### config.mk
export PLATFORM = sky130hd
export DESIGN_NAME = pc_sequencer
export DESIGN_NICKNAME = d
export VERILOG_FILES = /design/src/rtl/rat_ctrl_pkg.sv /design/src/rtl/stack_pointer.sv /design/src/rtl/pc_sequencer.sv
export SDC_FILE = /design/constraint.sdc
export NUM_CORES = 1
export LEC_CHECK = 0
export CORE_MARGIN = 2
export CORE_UTILIZATION = 39
export CTS_CLUSTER_DIAMETER = 50
export DETAILED_ROUTE_END_ITERATION = 8
export PLACE_DENSITY = 0.74
export SLEW_MARGIN = 10
export SYNTH_ARGS = -nofsm -noshare
export SYNTH_HDL_FRONTEND = slang
export SYNTH_SLANG_ARGS = --single-unit
export TNS_END_PERCENT = 30
### constraint.sdc
create_clock -name clk -period 1.5 [get_ports clk]
set_clock_uncertainty 0.15 [all_clocks]
set_input_delay 0.3 -clock clk [delete_from_list [all_inputs] [get_ports clk]]
set_output_delay 0.3 -clock clk [all_outputs]
set_load 0.03 [all_outputs]
### src/rtl/rat_ctrl_pkg.sv
`default_nettype none
//------------------------------------------------------------------------------
// Module   : rat_ctrl_pkg
// Purpose  : Shared types and constants for the RAT MCU program-flow control.
//            Holds the instruction class encoding, the sequencer state
//            encoding, the PC mux select codes and the interrupt vector.
// Ports    : none (package)
// Revision : 1.0  initial release
//------------------------------------------------------------------------------
package rat_ctrl_pkg;

    typedef enum logic [2:0] {
        OP_OTHER  = 3'd0,
        OP_BRANCH = 3'd1,
        OP_CALL   = 3'd2,
        OP_RET    = 3'd3,
        OP_RETIE  = 3'd4,
        OP_RETID  = 3'd5,
        OP_SEI    = 3'd6,
        OP_CLI    = 3'd7
    } op_class_t;

    typedef enum logic [1:0] {
        ST_INIT  = 2'd0,
        ST_FETCH = 2'd1,
        ST_EXEC  = 2'd2,
        ST_INTR  = 2'd3
    } state_t;

    localparam logic [1:0] PCSEL_IR  = 2'd0;
    localparam logic [1:0] PCSEL_STK = 2'd1;
    localparam logic [1:0] PCSEL_VEC = 2'd2;

    localparam logic [9:0] INTR_VECTOR = 10'h3FF;

endpackage : rat_ctrl_pkg
`default_nettype wire

### src/rtl/stack_pointer.sv
`default_nettype none
//------------------------------------------------------------------------------
// Module   : stack_pointer
// Purpose  : SP_W-bit stack pointer register with modular increment and
//            decrement. Also exposes SP-1, the address a push writes to.
// Ports    : clk, rst        - clock, asynchronous active-high reset
//            inc, dec        - step SP up / down (never both at once)
//            sp              - current stack pointer
//            sp_minus1       - SP-1 (modulo 2^SP_W)
// Revision : 1.0  initial release
//------------------------------------------------------------------------------
module stack_pointer #(
    parameter int SP_W = 8
) (
    input  logic            clk,
    input  logic            rst,
    input  logic            inc,
    input  logic            dec,
    output logic [SP_W-1:0] sp,
    output logic [SP_W-1:0] sp_minus1
);

    localparam logic [SP_W-1:0] C_ONE = {{(SP_W-1){1'b0}}, 1'b1};

    logic [SP_W-1:0] sp_reg;

    // Wraparound in both directions falls out of the fixed-width arithmetic.
    always_ff @(posedge clk or posedge rst) begin
        if (rst) begin
            sp_reg <= '0;
        end else if (inc) begin
            sp_reg <= sp_reg + C_ONE;
        end else if (dec) begin
            sp_reg <= sp_reg - C_ONE;
        end
    end

    assign sp        = sp_reg;
    assign sp_minus1 = sp_reg - C_ONE;

endmodule : stack_pointer
`default_nettype wire

### src/rtl/pc_sequencer.sv
`default_nettype none
//------------------------------------------------------------------------------
// Module   : pc_sequencer
// Purpose  : Program-flow controller for the RAT MCU. Steps each instruction
//            through FETCH/EXEC, decides how the PC is updated, owns the stack
//            pointer, the stack write strobe and the interrupt-enable flag.
// Ports    : clk, rst        - clock, asynchronous active-high reset
//            op_class        - decoded class of the current instruction
//            cond_true       - branch condition met (valid in EXEC)
//            intr            - level interrupt request, synchronous to clk
//            pc_ld, pc_inc   - PC load / increment strobes
//            pc_mux_sel      - PC source: IR target, stack data, vector
//            stk_we          - write PC into scratch RAM at stk_addr
//            stk_addr        - scratch RAM address for stack accesses
//            sp              - current stack pointer
//            i_en            - interrupt enable flag
//            state           - current sequencer state (debug)
// Revision : 1.0  initial release
//------------------------------------------------------------------------------
module pc_sequencer
    import rat_ctrl_pkg::*;
#(
    parameter int SP_W = 8
) (
    input  logic            clk,
    input  logic            rst,
    input  logic [2:0]      op_class,
    input  logic            cond_true,
    input  logic            intr,
    output logic            pc_ld,
    output logic            pc_inc,
    output logic [1:0]      pc_mux_sel,
    output logic            stk_we,
    output logic [SP_W-1:0] stk_addr,
    output logic [SP_W-1:0] sp,
    output logic            i_en,
    output logic [1:0]      state
);

    state_t          cur_state;
    state_t          nxt_state;
    op_class_t       op;
    logic [SP_W-1:0] sp_minus1;
    logic            sp_inc;
    logic            sp_dec;
    logic            ien_set;
    logic            ien_clr;
    logic            ien_reg;

    assign op = op_class_t'(op_class);

    stack_pointer #(
        .SP_W (SP_W)
    ) u_stack_pointer (
        .clk       (clk),
        .rst       (rst),
        .inc       (sp_inc),
        .dec       (sp_dec),
        .sp        (sp),
        .sp_minus1 (sp_minus1)
    );

    // State register
    always_ff @(posedge clk or posedge rst) begin
        if (rst) begin
            cur_state <= ST_INIT;
        end else begin
            cur_state <= nxt_state;
        end
    end

    // Next-state logic. The interrupt decision uses the I_EN value held before
    // this EXEC edge, so SEI/RETIE take effect one instruction later and CLI
    // cannot block a request that is already pending.
    always_comb begin
        nxt_state = ST_FETCH;
        case (cur_state)
            ST_INIT:  nxt_state = ST_FETCH;
            ST_FETCH: nxt_state = ST_EXEC;
            ST_EXEC:  nxt_state = (intr && ien_reg) ? ST_INTR : ST_FETCH;
            ST_INTR:  nxt_state = ST_FETCH;
            default:  nxt_state = ST_INIT;
        endcase
    end

    // Output logic
    always_comb begin
        pc_ld      = 1'b0;
        pc_inc     = 1'b0;
        pc_mux_sel = PCSEL_IR;
        stk_we     = 1'b0;
        stk_addr   = sp;
        sp_inc     = 1'b0;
        sp_dec     = 1'b0;
        ien_set    = 1'b0;
        ien_clr    = 1'b0;
        case (cur_state)
            ST_FETCH: begin
                pc_inc = 1'b1;
            end
            ST_EXEC: begin
                case (op)
                    OP_BRANCH: begin
                        pc_ld = cond_true;
                    end
                    OP_CALL: begin
                        // Push goes to SP-1 so the stack grows downward.
                        stk_we   = 1'b1;
                        stk_addr = sp_minus1;
                        sp_dec   = 1'b1;
                        pc_ld    = 1'b1;
                    end
                    OP_RET, OP_RETIE, OP_RETID: begin
                        pc_ld      = 1'b1;
                        pc_mux_sel = PCSEL_STK;
                        sp_inc     = 1'b1;
                        ien_set    = (op == OP_RETIE);
                        ien_clr    = (op == OP_RETID);
                    end
                    OP_SEI:  ien_set = 1'b1;
                    OP_CLI:  ien_clr = 1'b1;
                    default: ;
                endcase
            end
            ST_INTR: begin
                stk_we     = 1'b1;
                stk_addr   = sp_minus1;
                sp_dec     = 1'b1;
                pc_ld      = 1'b1;
                pc_mux_sel = PCSEL_VEC;
                ien_clr    = 1'b1;
            end
            default: ;
        endcase
    end

    // Interrupt enable flag
    always_ff @(posedge clk or posedge rst) begin
        if (rst) begin
            ien_reg <= 1'b0;
        end else if (ien_set) begin
            ien_reg <= 1'b1;
        end else if (ien_clr) begin
            ien_reg <= 1'b0;
        end
    end

    assign i_en  = ien_reg;
    assign state = cur_state;

endmodule : pc_sequencer
`default_nettype wire

==> results_dict.tcl <==
set metrics [dict create \
    stdcell_count 196 \
    synth.most_common_cell "dfrtp_1" \
    drive_gt1_share_pct 66.7 \
    multi_input_area_um2 679 \
    hold_class "primary input to async pin" \
    postCtsHoldBufs 0 \
    syn-num-nets 103 \
    wirelength_mm 2.84 \
    muxShareOfSynthArea_pct 3.49 \
    gp_congestion 0.850 \
    maxClockFrequency_ghz 0.474 \
    synth_top_cell_area_share_pct 32.0 \
    grt_pass1_vias 929 \
    via_count 979 \
    tns_ns -7.34 \
    die-area_um2 2600 \
    power_density_nw_per_um2 2090 \
    largest_reg_flops 8 \
    ys_top_cells_by_area "dfrtp_1 (32%), xnor2_1 (9.2%), xor2_1 (5.1%)" \
    synth.yosys.seq_area_share_pct 32.0 \
    max_slew.worst_pin.slew_ns 0.459 \
    yosys.area_share.simple_pct 18.6 \
    fillers 132 \
    grt_use_met3_pct 3.80 \
    placed_cells 178 \
    synth_fa_ha_area_share_pct 4.36 \
    comb_power_share_pct 78.3 \
    port_buffers 30 \
    endpoint_kind "output pin" \
    power_frac_seq_pct 15.7 \
    initial_core_util_pct 40.1 \
    rsz0062_at_grt "true" \
    synth.distinct_cells 36 \
    cts-root-buf "clkbuf_4" \
    worst-path-max-fanout 3 \
    synth_top_family_by_area "compound AO/OA/AOI/OAI gates" \
    htreeDepth 1 \
    drc 0 \
    failed_checks "setup timing" \
    yosysTopAreaCell "dfrtp_1" \
    dieHeight_um 51.0 \
    setup_ws_ns -0.609 \
    synth_ff_type "dfrtp_1" \
    antenna_left 0 \
    antenna_found_initial 0 \
    synth_seq_cells 11 \
    required_ns 1.05 \
    p_leak_nw 0.850 \
    status "finished with violations" \
    clkPwrFrac_pct 6.0 \
    clk_pin_slew_ns 0.08 \
    p_sw_mw 1.71 \
    pin_count 31 \
    avgViaCountPerCell 4.99 \
    grt_max_degree 12 \
    clkSinkCount 11 \
    dp_hpwl_mm 1.84 \
    clk_latency_ns 0.29 \
    synth-async-reset-ratio_pct 100 \
    die_w_um 51.0 \
    setup_viol 24 \
    syn_area_um2 861 \
    synth_compound_area_share_pct 19.8 \
    switching_share_pct 47.1 \
    grt_use_total_pct 21.6 \
    hold_violations 0 \
    ir_drop_uv 1900 \
    post-route-util_pct 81.2 \
    synth_common_cells "dfrtp_1 (11), inv_1 (9), xnor2_1 (9)" \
    cts_buffer_depth 2 \
    cp_data_arrival_time_ns 1.66 \
    critical-path-slowest-cell "dfrtp_2" \
    core_area_um2 2150 \
    crit_buf_inv 1 \
    path_class "flip-flop to output pin" \
    cpLargestDelayFamily "flip-flops" \
    rows 17 \
    overflow 0 \
    ff_latch_area_um2 283 \
    globalRouteMet1Util_pct 25.3 \
    drtIter0Drc 9 \
    power_mw 3.64 \
    top_usage_layer "met2" \
    syn_to_final_growth_pct 103 \
    fin_crit_ns 2.11 \
    relSlewSlack_pct 69.4 \
    critPathMaxStageDelay_ns 0.43 \
    maxSlewViolCount 0 \
    dr.pass1.iters 4 \
    maxCapViolations 0 \
    n_antenna_cell 0 \
    crit_chain "nor4b_4, o211ai_1, xnor2_2, buf_6" \
    synth_edf_count 0 \
    p_int_mw 1.93 \
    startpoint_type "flip-flop" \
    met2_usage_pct 39.4 \
    yosys_warnings 0 \
    final_nets 179 \
    min_period_over_period_pct 141 \
    syn_avg_cell_area_um2 9.26 \
    grt_pass1_wl_mm 4.21 \
    cts_tree "yes" \
    synthCells 93 \
    wl_per_cell_um 14.5 \
    synthXorXnorAreaFrac_pct 14.2 \
    numCtsBuffers 3 \
]
## worst register-to-register path: stages (launching register included)
cell	delay, ns
dfrtp_2	0.43
nor4b_4	0.37
o2111ai_2	0.23
buf_4	0.19
o32ai_2	0.13
xor2_1	0.18
## path summary, 6_finish.rpt
kind	startpoint	to	slack [ns]	cells after the start
max reg2reg	u_stack_pointer.sp[3]$_DFFE_PP0P_	u_stack_pointer.sp[6]$_DFFE_PP0P_	-0.25	5
max	u_stack_pointer.sp[3]$_DFFE_PP0P_	stk_addr[5]	-0.61	4
max in group asynchronous	rst	u_stack_pointer.sp[0]$_DFFE_PP0P_	0.69	2
min in group clk	op_class[1]	u_stack_pointer.sp[1]$_DFFE_PP0P_	0.38	4
min	rst	state[1]$_DFF_PP0_	0.16	2
min reg2reg	i_en$_DFFE_PP0P_	i_en$_DFFE_PP0P_	0.40	1
## metal layers
| layer | vias up | part of all wire [%] |
|---|---|---|
| met5 | - | 0 |
| met4 | 0 | 2.5 |
| met3 | 7 | 5.0 |
| met2 | 34 | 51 |
| met1 | 453 | 41 |
| li1 | 485 | - |
## stage by stage
stage	setup WS [ns]	cell area, µm²	hold WS, ns
after CTS	-0.618	1600	0.187
after floorplan	-0.479	972	0.00210
after detailed placement	-0.738	1440	0.378
after global placement	-0.699	1440	0.376
final	-0.609	1740	0.160
after global routing	-0.695	1740	0.232
## cell type report
class / instances / area share (%)
multi-input combinational: 68 / 39.0
sequential: 11 / 16.2
inverter: 11 / 2.94
tap: 28 / 2.01
timing repair buffer: 74 / 38.4
clock buffer: 4 / 1.51
## power by group through the flow
stage          Sequential [mW]  Clock (mW)  Combinational, mW
2_1_floorplan            0.862           0               1.15
3_3_place_gp             0.560           0               2.29
3_5_place_dp             0.565           0               2.33
4_1_cts                  0.568       0.211               2.55
5_1_grt                  0.590       0.233               3.01
6_report                 0.571       0.220               2.85
## logic make-up after synthesis
kind of cell               count (synthesis)
DFF                                       11
and+or+nand+nor                           27
muxes                                      3
adders and majority gates                  3
buffers and inverters                     14
AOI/OAI and AO/OA                         21
xor gates and xnor gates                  14
## cells in the final DEF (no fill, tap or decap), drive strengths merged, types with 2 or more instances in the layout
cell,instances
clkdlybuf4s50,3
inv,11
ha,3
clkbuf,6
and2,2
nand3,3
dfrtp,11
a31oi,2
xnor2,9
nor2,6
buf,68
nand2,6
o2111ai,2
nor3,3
nand4,2
mux2i,3
xor2,5
o21ai,5
o211ai,4
## what timing repair did
action / in CTS / in global routing
gates resized for setup: 38 / 21
setup endpoints to repair: 24 / 26
gates cloned: 0 / 0
pin swaps: 17 / 14
buffers inserted: 2 / 12
Note: power is estimated with default switching activity, not from simulation.
==> patch 1 (same settings) <==
Register the output `pc_ld`, cleared by the reset; this adds one clock of latency there. The other outputs are not delayed to match.
--- a/src/rtl/pc_sequencer.sv
+++ b/src/rtl/pc_sequencer.sv
@@ -36,6 +36,8 @@
     output logic            i_en,
     output logic [1:0]      state
 );
+
+    logic pc_ld_d;
 
     state_t          cur_state;
     state_t          nxt_state;
@@ -85,7 +87,7 @@
 
     // Output logic
     always_comb begin
-        pc_ld      = 1'b0;
+        pc_ld_d    = 1'b0;
         pc_inc     = 1'b0;
         pc_mux_sel = PCSEL_IR;
         stk_we     = 1'b0;
@@ -101,17 +103,17 @@
             ST_EXEC: begin
                 case (op)
                     OP_BRANCH: begin
-                        pc_ld = cond_true;
+                        pc_ld_d = cond_true;
                     end
                     OP_CALL: begin
                         // Push goes to SP-1 so the stack grows downward.
                         stk_we   = 1'b1;
                         stk_addr = sp_minus1;
                         sp_dec   = 1'b1;
-                        pc_ld    = 1'b1;
+                        pc_ld_d  = 1'b1;
                     end
                     OP_RET, OP_RETIE, OP_RETID: begin
-                        pc_ld      = 1'b1;
+                        pc_ld_d    = 1'b1;
                         pc_mux_sel = PCSEL_STK;
                         sp_inc     = 1'b1;
                         ien_set    = (op == OP_RETIE);
@@ -126,7 +128,7 @@
                 stk_we     = 1'b1;
                 stk_addr   = sp_minus1;
                 sp_dec     = 1'b1;
-                pc_ld      = 1'b1;
+                pc_ld_d    = 1'b1;
                 pc_mux_sel = PCSEL_VEC;
                 ien_clr    = 1'b1;
             end
@@ -148,6 +150,14 @@
     assign i_en  = ien_reg;
     assign state = cur_state;
 
+    always_ff @(posedge clk or posedge rst) begin
+        if (rst) begin
+            pc_ld <= '0;
+        end else begin
+            pc_ld <= pc_ld_d;
+        end
+    end
+
 endmodule : pc_sequencer
 `default_nettype wire
 
Behaviour: not the same (a bounded check fails within 4 cycles, from zero or initial values and one cycle with rst high).
==> patch 1 against the unedited design <==
- the flow still finishes with violations (setup timing)
- clock power increased by 27%
- register-to-register slack worse by 0.19 ns
- sequential power rose by 16%
- count of clock-buffer cells in the layout did not move
- worst hold slack gained 0.022 ns
- synthesized area shrank 1.3%
- design area increased by 6.7%
- sequential cell count rose by 1
- worst setup slack got worse by 0.059 ns
- maximum frequency decreased by 2.7%
- synthesized cell count shrank 4.3%
- wire length up 42%
- power increased by 17%
- highest routed layer unchanged
==> patch 1: results (changes against the unedited design) <==
power_and_ir_drop:
  p_clk_frac: 0.066  # +0.006
  p_leak_nw: 0.882  # +3.7%
  ir_worst_vdd_mv: 2.10  # +11%
  power_frac_seq: 0.155  # -0.002
  powerClk_mw: 0.280  # +27%
  intPower_mw: 2.23  # +16%
synthesis:
  synthTopCellsByCount: "dfrtp_1, xnor2_1, inv_1"
  synth_compound_area_frac: 0.187  # -0.0106
  muxShareOfSynthArea: 0.0265  # -0.00837
  yosys.area_share.adder: 0.0295  # -0.0141
  syn_inst: 89  # -4.3%
  synth_nets: 98  # -4.9%
  ys_seq_area_frac: 0.353  # +0.0337
  yosysUniqueCellTypes: 37  # +2.8%
cells_and_area:
  finalNetCount: 174  # -2.8%
  fillCellCount: 64  # -52%
  layout-drive-gt1-share: 0.720  # +0.0528
  final_cells: 191  # -2.6%
timing:
  setup_slack_ns: -0.668  # -0.0587 ns
  setup_viol: 23  # -4.2%
  finalSetupTns_ns: -8.93  # -1.59 ns
  worst_pin_slew_ns: 0.392  # -0.0671 ns
  fin_hold_ws_ns: 0.182  # +0.0224 ns
place:
  dp_cells: 175  # -1.7%
  pre_cts_slack_ns: -0.871  # -0.133 ns
  gp_congestion: 0.857  # +0.84%
  placedInstanceArea_mm2: 0.00149  # +3.3%
global_route:
  grt_use_total: 0.287  # +0.0718
  grt_max_degree: 13  # +1
  grt_pass1_wl_um: 5380  # +28%
setup_path:
  worstPathArrival_ns: 1.72  # +0.06 ns
  worst-r2r-setup-slack_ns: -0.44  # -0.19 ns
  r2r-start: "u_stack_pointer.sp[4]$_DFFE_PP0P_"
  cpMaxStageDelayCell: "dfrtp_2"
clock_tree:
  post_cts_buffers: 6  # +4
  cts_resized: 49  # +29%
  cts_root_buffer: "clkbuf_4"
run_status:
  violations: "setup timing"
  status: "complete, but fails checks"
route:
  vias: 1039  # +6.1%
  drt-initial-drc-count: 19  # +10
[patch 1: layer usage]
layer	up-vias	share of wire	global-route usage
met2	44	0.52	0.504
met4	0	0.020	0.0811
met1	525	0.41	0.367
li1	460	-	-
met3	10	0.049	0.0387
met5	-	0	0
[patch 1: worst max path at each step]
stage / startpoint / end / cells past startpoint
2_1_floorplan: u_stack_pointer.sp[3]$_DFFE_PP0P_ / u_stack_pointer.sp[6]$_DFFE_PP0P_ / 5
3_3_place_gp: op_class[2] / stk_addr[1] / 6
3_5_place_dp: op_class[2] / stk_addr[0] / 6
4_1_cts: state[1]$_DFF_PP0_ / stk_addr[0] / 5
5_1_grt: state[1]$_DFF_PP0_ / stk_addr[1] / 7
6_report: state[1]$_DFF_PP0_ / stk_addr[5] / 6
[patch 1: cell type report]
cell class,count,area [µm²],area share
Multi-Input combinational cell,64,738,0.397
Timing Repair Buffer,77,718,0.386
Inverter,7,26.3,0.0141
Sequential cell,12,309,0.166
Clock buffer,4,36.3,0.0195
Tap cell,27,33.8,0.0181
==> patch 2 (config.mk and constraints unchanged) <==
Without the edit above. Reset style: synchronous (`rst`), changed in 3 clocked blocks. Comments in the files are not updated.
--- a/src/rtl/stack_pointer.sv
+++ b/src/rtl/stack_pointer.sv
@@ -25,7 +25,7 @@
     logic [SP_W-1:0] sp_reg;
 
     // Wraparound in both directions falls out of the fixed-width arithmetic.
-    always_ff @(posedge clk or posedge rst) begin
+    always_ff @(posedge clk) begin
         if (rst) begin
             sp_reg <= '0;
         end else if (inc) begin
--- a/src/rtl/pc_sequencer.sv
+++ b/src/rtl/pc_sequencer.sv
@@ -61,7 +61,7 @@
     );
 
     // State register
-    always_ff @(posedge clk or posedge rst) begin
+    always_ff @(posedge clk) begin
         if (rst) begin
             cur_state <= ST_INIT;
         end else begin
@@ -135,7 +135,7 @@
     end
 
     // Interrupt enable flag
-    always_ff @(posedge clk or posedge rst) begin
+    always_ff @(posedge clk) begin
         if (rst) begin
             ien_reg <= 1'b0;
         end else if (ien_set) begin
Behaviour: differs if rst is asserted again (counterexample within 4 cycles, from zero or initial values and one cycle with rst high); with rst held inactive, the same outputs for 10 cycles.
==> patch 2 against the unedited design <==
- critical path depth unchanged
- worst hold slack improved by 0.17 ns
- global-route usage is 5.1 points higher
- synthesized area is 2.2% higher
- wire length up 26%
- critical endpoint is now stk_addr[7]
- the run still ends with setup timing left
- non-clock buffer count decreased by 2
- sequential cell count stayed put
- worst setup slack improved by 0.11 ns
- design area grew 5.7%
Power is left out: it rests on default switching activity, and per cell area and clock period it moved more than threefold.
==> patch 2: results (changes against the unedited design) <==
clock_tree:
  post_cts_buffers: 11  # +9
synthesis:
  synthTopCellsByCount: "nor2_1, dfxtp_1"
  async_flop_share: 0  # -1.00
  synth_ff_type: "dfxtp_1"
  ys_seq_area_frac: 0.250  # -0.0694
  synth_compound_area_frac: 0.185  # -0.0128
  muxShareOfSynthArea: 0.124  # +0.0889
  yosysUniqueCellTypes: 39  # +8.3%
  yosys.area_share.adder: 0.0427  # -0.000930
global_route:
  use_met3: 0.0402  # +0.00222
  grt_max_degree: 9  # -3
  grt_use_total: 0.266  # +0.0508
timing:
  setup_slack_ns: -0.497  # +0.112 ns
  setup_viol: 22  # -8.3%
  finalSetupTns_ns: -5.90  # +1.44 ns
  slew-limit-headroom: 0.762  # +0.0686
setup_path:
  cpMaxStageDelayCell: "dfxtp_4"
  regToRegEndpoint: "u_stack_pointer.sp[4]$_SDFFE_PP0P_"
  rr_worst_depth: 7  # +2
  r2r-start: "u_stack_pointer.sp[0]$_SDFFE_PP0P_"
  worst-r2r-setup-slack_ns: -0.30  # -0.05 ns
cells_and_area:
  syn2layout_area_growth_pct: 110
  finalNetCount: 188  # +5.0%
  final_cells: 205  # +4.6%
place:
  dpl.hpwl_um: 2000  # +8.7%
  gp_congestion: 0.730  # -14%
route:
  post_drt_wl_per_cell_um: 17.5  # +21%
  route.met3.wl_um: 111  # -21%
  wl_met1_um: 1420  # +21%
run_status:
  status: "complete, but fails checks"
  violations: "setup timing"
-- patch 2: area by class of cell --
| class | count | area (µm²) |
|---|---|---|
| tap | 28 | 35.0 |
| multi-input combinational | 84 | 855 |
| inverter | 6 | 27.5 |
| clock buffer | 4 | 26.3 |
| sequential | 11 | 246 |
| fill | 121 | 327 |
| timing repair buffer | 72 | 653 |
-- patch 2: worst max-delay path by stage --
| stage | to | slack, ns | from | depth (start not counted) |
|---|---|---|---|---|
| after detailed placement | pc_ld | -0.95 | op_class[1] | 6 |
| final | stk_addr[7] | -0.50 | u_stack_pointer.sp[0]$_SDFFE_PP0P_ | 4 |
| after floorplan | stk_addr[7] | -0.24 | state[1]$_SDFF_PP0_ | 4 |
| after global routing | stk_addr[7] | -0.58 | u_stack_pointer.sp[0]$_SDFFE_PP0P_ | 4 |
| after CTS | stk_addr[4] | -0.47 | op_class[2] | 8 |
| after global placement | pc_ld | -0.90 | op_class[1] | 6 |
